`src/rtl/operand_sequencer.sv`:
```
// Packs a 32-bit operand word stream into the datapath operand vector, holds it for
// a settle window, captures the result and returns it over valid/ready with a running XOR signature.
module operand_sequencer #(
  parameter int IN_W   = 171,
  parameter int OUT_W  = 24,
  parameter int SETTLE = 1
) (
  input  logic              clk,
  input  logic              rst,
  input  logic              abort,
  input  logic              in_valid,
  output logic              in_ready,
  input  logic [31:0]       in_data,
  output logic [IN_W-1:0]   op_vec,
  input  logic [OUT_W-1:0]  dut_y,
  output logic              res_valid,
  input  logic              res_ready,
  output logic [OUT_W-1:0]  res_data,
  output logic [OUT_W-1:0]  sig,
  output logic [15:0]       vec_count
);

  localparam int NWORDS = (IN_W + 31) / 32;
  localparam int KW     = (NWORDS > 1) ? $clog2(NWORDS) : 1;
  localparam int CW     = (SETTLE > 1) ? $clog2(SETTLE) : 1;

  localparam logic [1:0] ST_LOAD = 2'd0;
  localparam logic [1:0] ST_WAIT = 2'd1;
  localparam logic [1:0] ST_HOLD = 2'd2;

  logic [1:0]        state_q, state_d;
  logic [KW-1:0]     k_q, k_d;
  logic [CW-1:0]     cnt_q, cnt_d;
  logic [IN_W-1:0]   op_vec_q, op_vec_d;
  logic              res_valid_q, res_valid_d;
  logic [OUT_W-1:0]  res_data_q, res_data_d;
  logic [OUT_W-1:0]  sig_q, sig_d;
  logic [15:0]       vec_count_q, vec_count_d;

  logic              word_fire;
  logic [NWORDS-1:0] word_we;
  logic              unused_in_data;

  // Bits of the final word above IN_W-1 have nowhere to go.
  assign unused_in_data = ^in_data;

  // Ready depends only on registered state and reset, never on in_valid.
  assign in_ready  = (state_q == ST_LOAD) && !rst;
  assign word_fire = (state_q == ST_LOAD) && in_valid && !abort;

  for (genvar gi = 0; gi < NWORDS; gi++) begin : g_word
    localparam int LO = gi * 32;
    localparam int HI = (LO + 31 > IN_W - 1) ? IN_W - 1 : LO + 31;
    assign word_we[gi] = word_fire && (k_q == KW'(gi));
    assign op_vec_d[HI:LO] = word_we[gi] ? in_data[HI-LO:0] : op_vec_q[HI:LO];
  end

  always_comb begin
    state_d     = state_q;
    k_d         = k_q;
    cnt_d       = cnt_q;
    res_valid_d = res_valid_q;
    res_data_d  = res_data_q;
    sig_d       = sig_q;
    vec_count_d = vec_count_q;
    if (abort) begin
      // Abort wins over any handshake in the same cycle.
      k_d         = '0;
      res_valid_d = 1'b0;
      state_d     = ST_LOAD;
    end else begin
      case (state_q)
        ST_LOAD: begin
          if (in_valid) begin
            if (k_q == KW'(NWORDS - 1)) begin
              k_d     = '0;
              cnt_d   = CW'(SETTLE - 1);
              state_d = ST_WAIT;
            end else begin
              k_d = k_q + 1'b1;
            end
          end
        end
        ST_WAIT: begin
          if (cnt_q == '0) begin
            res_data_d  = dut_y;
            res_valid_d = 1'b1;
            state_d     = ST_HOLD;
          end else begin
            cnt_d = cnt_q - 1'b1;
          end
        end
        ST_HOLD: begin
          if (res_ready) begin
            sig_d       = sig_q ^ res_data_q;
            vec_count_d = vec_count_q + 16'd1;
            res_valid_d = 1'b0;
            state_d     = ST_LOAD;
          end
        end
        default: begin
          k_d         = '0;
          res_valid_d = 1'b0;
          state_d     = ST_LOAD;
        end
      endcase
    end
  end

  always_ff @(posedge clk) begin
    if (rst) begin
      state_q     <= ST_LOAD;
      k_q         <= '0;
      cnt_q       <= '0;
      op_vec_q    <= '0;
      res_valid_q <= 1'b0;
      res_data_q  <= '0;
      sig_q       <= '0;
      vec_count_q <= '0;
    end else begin
      state_q     <= state_d;
      k_q         <= k_d;
      cnt_q       <= cnt_d;
      op_vec_q    <= op_vec_d;
      res_valid_q <= res_valid_d;
      res_data_q  <= res_data_d;
      sig_q       <= sig_d;
      vec_count_q <= vec_count_d;
    end
  end

  assign op_vec    = op_vec_q;
  assign res_valid = res_valid_q;
  assign res_data  = res_data_q;
  assign sig       = sig_q;
  assign vec_count = vec_count_q;

endmodule

```
`config.mk`:
```
export PLATFORM = sky130hd
export DESIGN_NAME = operand_sequencer
export DESIGN_NICKNAME = d
export VERILOG_FILES = /design/src/rtl/operand_sequencer.sv
export SDC_FILE = /design/constraint.sdc
export NUM_CORES = 1
export LEC_CHECK = 0
export CORE_UTILIZATION = 46
export DETAILED_ROUTE_END_ITERATION = 7
export PLACE_DENSITY = 0.82
export SLEW_MARGIN = 10
export SYNTH_ARGS = -nofsm -noshare
export SYNTH_HDL_FRONTEND = slang
export SYNTH_SLANG_ARGS = --single-unit
```
`constraint.sdc`:
```
create_clock -name clk -period 2.2 [get_ports clk]
set_input_delay 0.22 -clock clk [delete_from_list [all_inputs] [get_ports clk]]
set_output_delay 0.22 -clock clk [all_outputs]
set_load 0.005 [all_outputs]
```
== Word level (Yosys, flattened, before mapping) ==
Index checks and enable logic that the tools add are counted.
Storage, ports and cells
  word-level logic and storage cells: 69
  output and inout bits: 237
  bits in read-only memories: 0
  latch bits: 0
  bits in registers: 242
  memory bits (writable): 0
  memories: 0
  input port bits: 61
Operators by class
  $add $sub $neg: 3
  reductions and logical operators: 22
  bitwise gates (word level): 5
  $lt $le $gt $ge: 0
  mux-type cells: 15
  shift operators: 0
  $mul: 0
  equality and inequality tests: 11
  divide/modulo/power cells: 0
Operator list (count)
  bitwise XOR 24 bit: 1
  adder 16 x 1 -> 16 bit (second input constant): 1
  logical AND 1 bit: 9
  AND reduction 3 bit: 3
  2-to-1 mux 2 bit: 4
  AND reduction 4 bit: 2
  == test 3 x 2 -> 1 bit (second input constant): 2
  == test 3 bit (second input constant): 2
  2-to-1 mux 3 bit: 2
  inequality test 2 bit (second input constant): 3
  case mux 2 bit (3 select lines): 1
  case mux 3 bit (2 select lines): 1
  2-to-1 mux 1 bit: 5
  inverter 1 bit: 4
  OR reduction 2 bit: 2
  adder 3 x 1 -> 3 bit (second input constant): 1
  == test 3 x 1 -> 1 bit (second input constant): 1
  logical NOT 3 bit: 1
  case mux 1 bit (3 select lines): 1
  == test 2 x 1 -> 1 bit (second input constant): 1
  == test 2 bit (second input constant): 1
  logical NOT 1 bit: 2
  logical NOT 2 bit: 1
  inequality test 2 x 1 -> 1 bit (second input constant): 1
  4 further kinds: 4

== Depth between registers and ports, before layout ==
  depth in word-level cells: 4
  depth in mapped cells: 9
  depth with buffers taken out: 6

== Worst setup path after synthesis ==
OpenSTA, ideal clock, no wires.
  path kind: flip-flop to flip-flop
  from: register state_q[0]
  to: register op_vec_q[160], in the netlist op_vec[160]
  stages on the path, launching flop included: 9
  arrival time: 1.480 ns
  clock period less this slack: 1.608 ns
  setup time: 0.128 ns
  path buffers: 2
  setup slack: 0.592 ns
  data required time: 2.072 ns
  cell sequence: dfxtp_1 -> inv_1 -> ha_1 -> buf_2 -> nand4b_1 -> nor3_2 -> buf_4 -> mux2i_1 -> nor2_1
On the way
  longest elaborated chain between the ends: 4
Ends and longest elaborated chain
  start: declaration: RTL line 31  | logic [1:0] state_q, state_d;
  start signal: assignment: RTL line 121  | state_q <= state_d;
  logical NOT 2 bit: RTL line 49  | assign word_fire = (state_q == ST_LOAD) && in_valid && !abort;
  logical AND 1 bit (2 in series): RTL line 49
  logical AND 1 bit: RTL line 54  | assign word_we[gi] = word_fire && (k_q == KW'(gi));
  end signal: assignment: RTL line 124  | op_vec_q <= op_vec_d;
  end: declaration: RTL line 34  | logic [IN_W-1:0] op_vec_q, op_vec_d;
No other way between the ends.
A chain may end at the register's enable or synchronous reset.

== Final worst setup path ==
  from: register state_q[0]
  to: output in_ready
On the way
  longest elaborated chain between the ends: 2
Ends and longest elaborated chain
  logical NOT 2 bit: RTL line 48  | assign in_ready = (state_q == ST_LOAD) && !rst;
  logical AND 1 bit: RTL line 48
  end: declaration: RTL line 12  | output logic in_ready,
No other way between the ends.

==> impl_results.md <==
* Status: completed
* Final Non-Filler Cells at 1632
* Core footprint at 18800 sq um
* I/O pin total at 298
* Insertion delay to the later sink of the worst-skew pair at 0.51 ns
* Design Area, Final at 12800 sq um
* Final Hold Viols at 0
* Largest net degree at the start of global routing at 83
* Library cells used by synthesis at 39
* Vias in the first global route at 7955
* Req. time, crit path at 1.98 ns
* Yosys Warn Count at 0
* Pwr Density at 687 nW/um^2
* RSZ-0062 raised after global routing: false
* Synthesized area at 8870 sq um
* Vias/cell at 5.05
* Top_reg_cell synth: dfxtp_1
* Port buffer count at 297
* Synth async-reset ratio at 0%
* Setup Skew at 0.00995 ns
* GRT Total Usage at 25.6%
* Data arrival, critical path at 1.87 ns
* Synth area leader: dfxtp_1
* Post-synth EDFFs at 0
* CTS tree: built
* Syn_nets at 1149
* Fin nets at 1423
* Min-Delay Path Class: in -> reg
* Fill cell count at 1502
* Post-CTS setup-driven buffer insertion count at 0
* # clock sinks at 241
* Clock slew at reported path FFs at 0.06 ns
* Worst Setup End Kind: output port
* Pleak at 4.35 nW
* Setup violators final at 0
* Tot Pwr at 8.80 mW
* Root Driver: clkbuf_16
* Synth Area per Inst at 8.20 sq um
* Iteration-0 DRC Markers at 457
* Cells after DPL at 1588
* Crit path kind: reg -> out
* Htree depth at 1
* Placer Congestion at 0.814
* Slew HR at 44.7%
* Crit path time final at 2.09 ns
* Area of the multi-input gates at 3650 sq um
* Critical path peak fanout at 11
* DPL Wire Length at 17.4 mm
* Post-Route WL at 26.0 mm
* Rows at 50
* Chip width at 141 um
* Initial antenna violation count at 1
* Share of cells above drive strength 1 at 5.84%
* Worst VDD drop at 0.680 mV
* Setup slack, reg-to-reg at 0.45 ns
* Sequential share of the synthesized area at 54.4%
* Gate Count Post-Synth at 1082
* WHS at 0.258 ns
* Gr ovfl total at 0
* Synth area leaders: dfxtp_1 54%, nand2_1 17%, a21oi_1 10%, xor2_1 2.8%, nor2_1 2.5%
* Num CTS Buffers at 25
* Vias at 8247
* Worst setup SP type: register
* Wire per inst at 15.9 um
* Clock Path Buffers at 3
* Max frequency at 478 MHz
* Fin crit share at 95.0%
* Number of synthesized register bits at 241
* Die H at 141 um
* Drt pass-1 iters at 5
* Area added between synthesis and finish at 44.2%
* FF/Latch Area at 4820 sq um
* Final ANT Viol Nets at 0
* Max-slew violations at 0
* Actual slew at the worst max-slew pin at 0.830 ns
* Area share of the largest cell type after synthesis at 54.4%
* Setup TNS at 0 ns
* Initial Util at 47.1%
* First-pass GRT wire length at 40.6 mm
* Post-DP Area at 12000 sq um
* DRC violations left at 0
* Max Cap Viol at 0
* Die area at 19800 sq um
==> cell usage after synthesis (6+ instances only) <==
cell and number:
a21oi_1 185, a21oi_2 6, xnor2_1 7, mux2i_1 14, ha_1 6, clkbuf_1 30
nor2b_1 7, nand3_1 7, xor2_1 28, dfxtp_1 241, inv_1 6, buf_2 25
nor2_1 60, buf_6 11, nand2_1 401
==> layer usage <==
layer  vias to the layer above  part of all wire [%]  track usage [%]  routed length (um)
met5                         -                     0                0                   0
met2                       315                    48             44.0               12400
met1                      3829                    41             30.2               10500
met3                        69                   7.6             6.11                1980
met4                         0                   4.2             11.8                1100
li1                       4034                     -                -                   -
==> path summary, 6_finish.rpt <==
| check | startpoint | endpoint | cells past startpoint |
|---|---|---|---|
| max reg2reg | state_q[0] | op_vec[141] | 7 |
| min reg2reg | op_vec[2] | op_vec[2] | 2 |
| max | state_q[0] | in_ready | 4 |
| min | dut_y[22] | res_data[22] | 3 |
==> cells by family after synthesis <==
kind of cell    after synthesis  synth area share (%)
simple gates                507                  23.1
flops                       241                  54.4
compound gates              198                  11.6
buf+inv                      79                  4.75
xor+xnor                     35                  3.46
mux                          16                  1.83
fa+ha+maj                     6                 0.846
==> registers in the layout, indices dropped and copies added (netlist names) <==
name,cells
op_vec,171
vec_count,16
sig,24
state_q,2
k_q,3
res_valid,1
res_data,24
==> layout make-up <==
cell class | instances | share of cell area [%]
sequential | 241 | 37.7
multi-input combinational | 762 | 28.5
timing repair buffer | 320 | 25.1
clock buffer | 31 | 5.30
tap | 260 | 2.54
clock inverter | 11 | 0.645
inverter | 6 | 0.176
antenna | 1 | 0.0196
==> worst max-delay path, cell delays in order (launching register included) <==
cell	delay, ns
dfxtp_1	0.32
inv_1	0.14
ha_4	0.21
nor2b_2	0.18
clkdlybuf4s50_1	0.51
==> cell usage in the layout (no fill, tap or decap), types with 2 or more instances in the layout <==
| cell type | synthesis | routed |
|---|---|---|
| clkdlybuf4s50_1 | 0 | 296 |
| xnor2_1 | 7 | 7 |
| clkbuf_16 | 0 | 25 |
| dfxtp_1 | 241 | 241 |
| nand4_1 | 3 | 3 |
| nand2b_1 | 2 | 2 |
| mux2i_1 | 14 | 14 |
| nor2b_1 | 7 | 6 |
| buf_4 | 3 | 17 |
| xor2_1 | 28 | 28 |
| mux2_2 | 2 | 2 |
| o21ai_0 | 2 | 2 |
| nor2_1 | 60 | 60 |
| clkbuf_8 | 0 | 3 |
| and3_1 | 3 | 3 |
| and2_1 | 4 | 4 |
| nand3_1 | 7 | 7 |
| a21oi_2 | 6 | 6 |
| a21oi_1 | 185 | 185 |
| clkbuf_1 | 30 | 3 |
| inv_1 | 6 | 6 |
| and3b_1 | 2 | 2 |
| clkinv_2 | 0 | 9 |
| nand2_1 | 401 | 401 |
| nand4b_1 | 2 | 2 |
| ha_1 | 6 | 5 |
| nor3_1 | 4 | 4 |
| buf_12 | 0 | 5 |
| nor4_1 | 3 | 3 |
| a31o_2 | 2 | 2 |
==> through the flow <==
stage	setup slack, ns	utilization (%)
global placement	0.287	63.8
detailed placement	0.267	63.8
floorplan	0.592	-
finish	0.109	67.9
CTS	0.0167	67.9
global route	0.0104	67.9
==> power by group <==
part           total [mW]  internal [mW]  switching [mW]
sequential           4.42           4.40          0.0217
combinational       0.431          0.203           0.228
clock                3.94           2.29            1.65
total                8.80           6.89            1.90
==> timing repair <==
item,4_1_cts,5_1_grt
resized for setup,2,1
hold buffers,1,0
hold endpoints to repair,8,0
setup endpoints to repair,1,1
Note: power is estimated with default switching activity, not from simulation.
==> patch: new RTL, config.mk and constraints unchanged <==
`IN_W`: 171 -> 175.
--- a/src/rtl/operand_sequencer.sv
+++ b/src/rtl/operand_sequencer.sv
@@ -1,7 +1,7 @@
 // Packs a 32-bit operand word stream into the datapath operand vector, holds it for
 // a settle window, captures the result and returns it over valid/ready with a running XOR signature.
 module operand_sequencer #(
-  parameter int IN_W   = 171,
+  parameter int IN_W   = 175,
   parameter int OUT_W  = 24,
   parameter int SETTLE = 1
 ) (
Ports: changed (resized op_vec); port bits go from 298 to 302. The function was not compared with the original's and may differ.
==> patch against the unedited design <==
  * Sequential cell count up 4
  * Worst setup slack better by 0.28 ns
  * Total power grew 6.2%
  * Clock power is 12% higher
  * Cell area rose by 2.1%
  * Critical endpoint is now op_vec[10]
  * Via count is 1.1% higher
  * Wire length grew 2.8%
  * Global-route usage increased by 0.59 points
  * Critical path type is now flip-flop to flip-flop
  * Synthesized area grew 0.76%
  * Final cell count is 0.86% higher
  * First-iteration DRC count up 3.1%
==> patch: results (changes against the unedited design) <==
.. list-table::
   :header-rows: 1

   * - Metric
     - Value
   * - Global placement routability congestion
     - 0.824 (+1.2%)
   * - Setup slack after placement
     - 0.281 ns (+0.0132 ns)
   * - Worst clock skew
     - 0.00694 ns (-0.00300 ns)
   * - Number of port buffers
     - 301 (+1.3%)
   * - Synthesized Nets
     - 1160 (+0.96%)
   * - Antenna cell count
     - 0 (-1)
   * - Peak ir drop on the vdd network
     - 587 µV (-14%)
   * - Cell types occupying the most area after synthesis
     - sky130_fd_sc_hd__dfxtp_1 55%, sky130_fd_sc_hd__nand2_1 17%, sky130_fd_sc_hd__a21oi_1 11%, sky130_fd_sc_hd__xor2_1 2.5%, sky130_fd_sc_hd__nor2_1 2.4%
   * - Run status
     - finished, final reports clean
   * - Sequential share of the synthesized area
     - 54.9% (+0.48 points)
   * - Buffers outside the clock class
     - 325 (+1.6%)
   * - Clock Network Area Fraction
     - 6.55% (+0.60 points)
   * - Synthesized area divided by synthesized cell count
     - 8.18 µm² (-0.25%)
   * - Filler Cells Inserted
     - 1503 (+0.067%)
   * - Number of antenna violations at the first check in global routing
     - 0 (-1)
   * - Detailed-route wire length
     - 26700 µm (+2.8%)
   * - Largest incremental delay on the critical path
     - 0.40 ns (-0.11 ns)
   * - Flip-flop count of the largest register, all copies and words added
     - 175 (+2.3%)
   * - Pin slew with the least headroom to its limit
     - 0.588 ns (-0.242 ns)
   * - Number of inverters outside the clock class in the layout
     - 9 (+3)
   * - Highest-delay cell along the critical path
     - sky130_fd_sc_hd__buf_4
   * - Share of final-layout standard cells stronger than drive strength 1
     - 5.48% (-0.35 points)
   * - Number of clock-tree buffers in the layout
     - 33 (+6.5%)
   * - Signal buffers share of area
     - 25.2% (+0.13 points)
   * - Pleak
     - 4.47 nW (+2.8%)
   * - Number of DRC markers in iteration 0
     - 471 (+3.1%)
   * - Half-perimeter wire length of the detailed placement result
     - 17700 µm (+1.5%)
   * - Maximum net fanout on the critical path
     - 31 (+20)
   * - Wirelength per Cell
     - 16.2 µm (+1.9%)
   * - Vias in the first global route
     - 7845 (-1.4%)
   * - Arrival time reported for the critical path endpoint
     - 2.24 ns (+0.37 ns)
   * - Post_cts resized
     - 1 (-1)
   * - Net switching fraction of the power
     - 21.2% (-0.44 points)
   * - Instance count after placement with tap cells included
     - 1601 (+0.82%)
   * - Sequential cell area share
     - 37.5% (-0.17 points)
   * - Maximum number of pins on one net before global-route repair
     - 134 (+61%)
   * - Wire length of the first global-routing pass
     - 41600 µm (+2.5%)
   * - Final #Nets
     - 1435 (+0.84%)
   * - Flops & latches, synth
     - 245 (+1.7%)
   * - Global router's overall resource usage
     - 26.2% (+0.59 points)
   * - Post-synth top cells
     - 402 x sky130_fd_sc_hd__nand2_1, 245 x sky130_fd_sc_hd__dfxtp_1, 195 x sky130_fd_sc_hd__a21oi_1
==> patch: changes by cell type after synthesis, sizes merged, moves of 4 or more <==
| cell | delta |
|---|---|
| a21oi | +4 |
| buf | -5 |
| clkbuf | +9 |
| dfxtp | +4 |
| nor2 | -4 |
| nor2b | -5 |
==> patch: power by group through the flow <==
stage / combinational, mW / clock, mW / sequential [mW]
CTS: 0.436 / 4.48 / 4.49
detailed placement: 0.432 / 0 / 4.59
global route: 0.468 / 4.66 / 4.50
floorplan: 0.143 / 0 / 4.59
global placement: 0.431 / 0 / 4.59
finish: 0.436 / 4.41 / 4.49
==> patch: worst paths after layout <==
| kind | from | to | slack (ns) | cells past startpoint |
|---|---|---|---|---|
| setup reg to reg | state_q[0] | op_vec[10] | 0.39 | 7 |
| hold reg to reg | op_vec[38] | op_vec[38] | 0.45 | 2 |
| hold / removal | rst | sig[3] | 0.04 | 2 |
| setup / recovery | state_q[0] | op_vec[10] | 0.39 | 7 |
==> patch: cells by family after synthesis <==
logic type | share of synthesized area, %
compound gates | 11.7
xor+xnor | 3.33
fa+ha+maj | 0.840
buf+inv | 4.46
flops | 54.9
mux | 1.90
simple gates | 22.9
==> patch: through the flow <==
step	util, %	hold slack (ns)
after floorplan	-	0.356
after global placement	64.5	0.440
after detailed placement	64.5	0.446
after CTS	69.1	0.0256
after global routing	69.2	0.0402
final	69.2	0.0422
==> patch: metal layers <==
metal | share of wire [%] | global-route usage, % | wire [µm]
met3 | 8.4 | 7.19 | 2230
met2 | 48 | 44.7 | 12800
met1 | 40 | 31.2 | 10600
met5 | 0 | 0 | 0
met4 | 3.9 | 10.5 | 1050
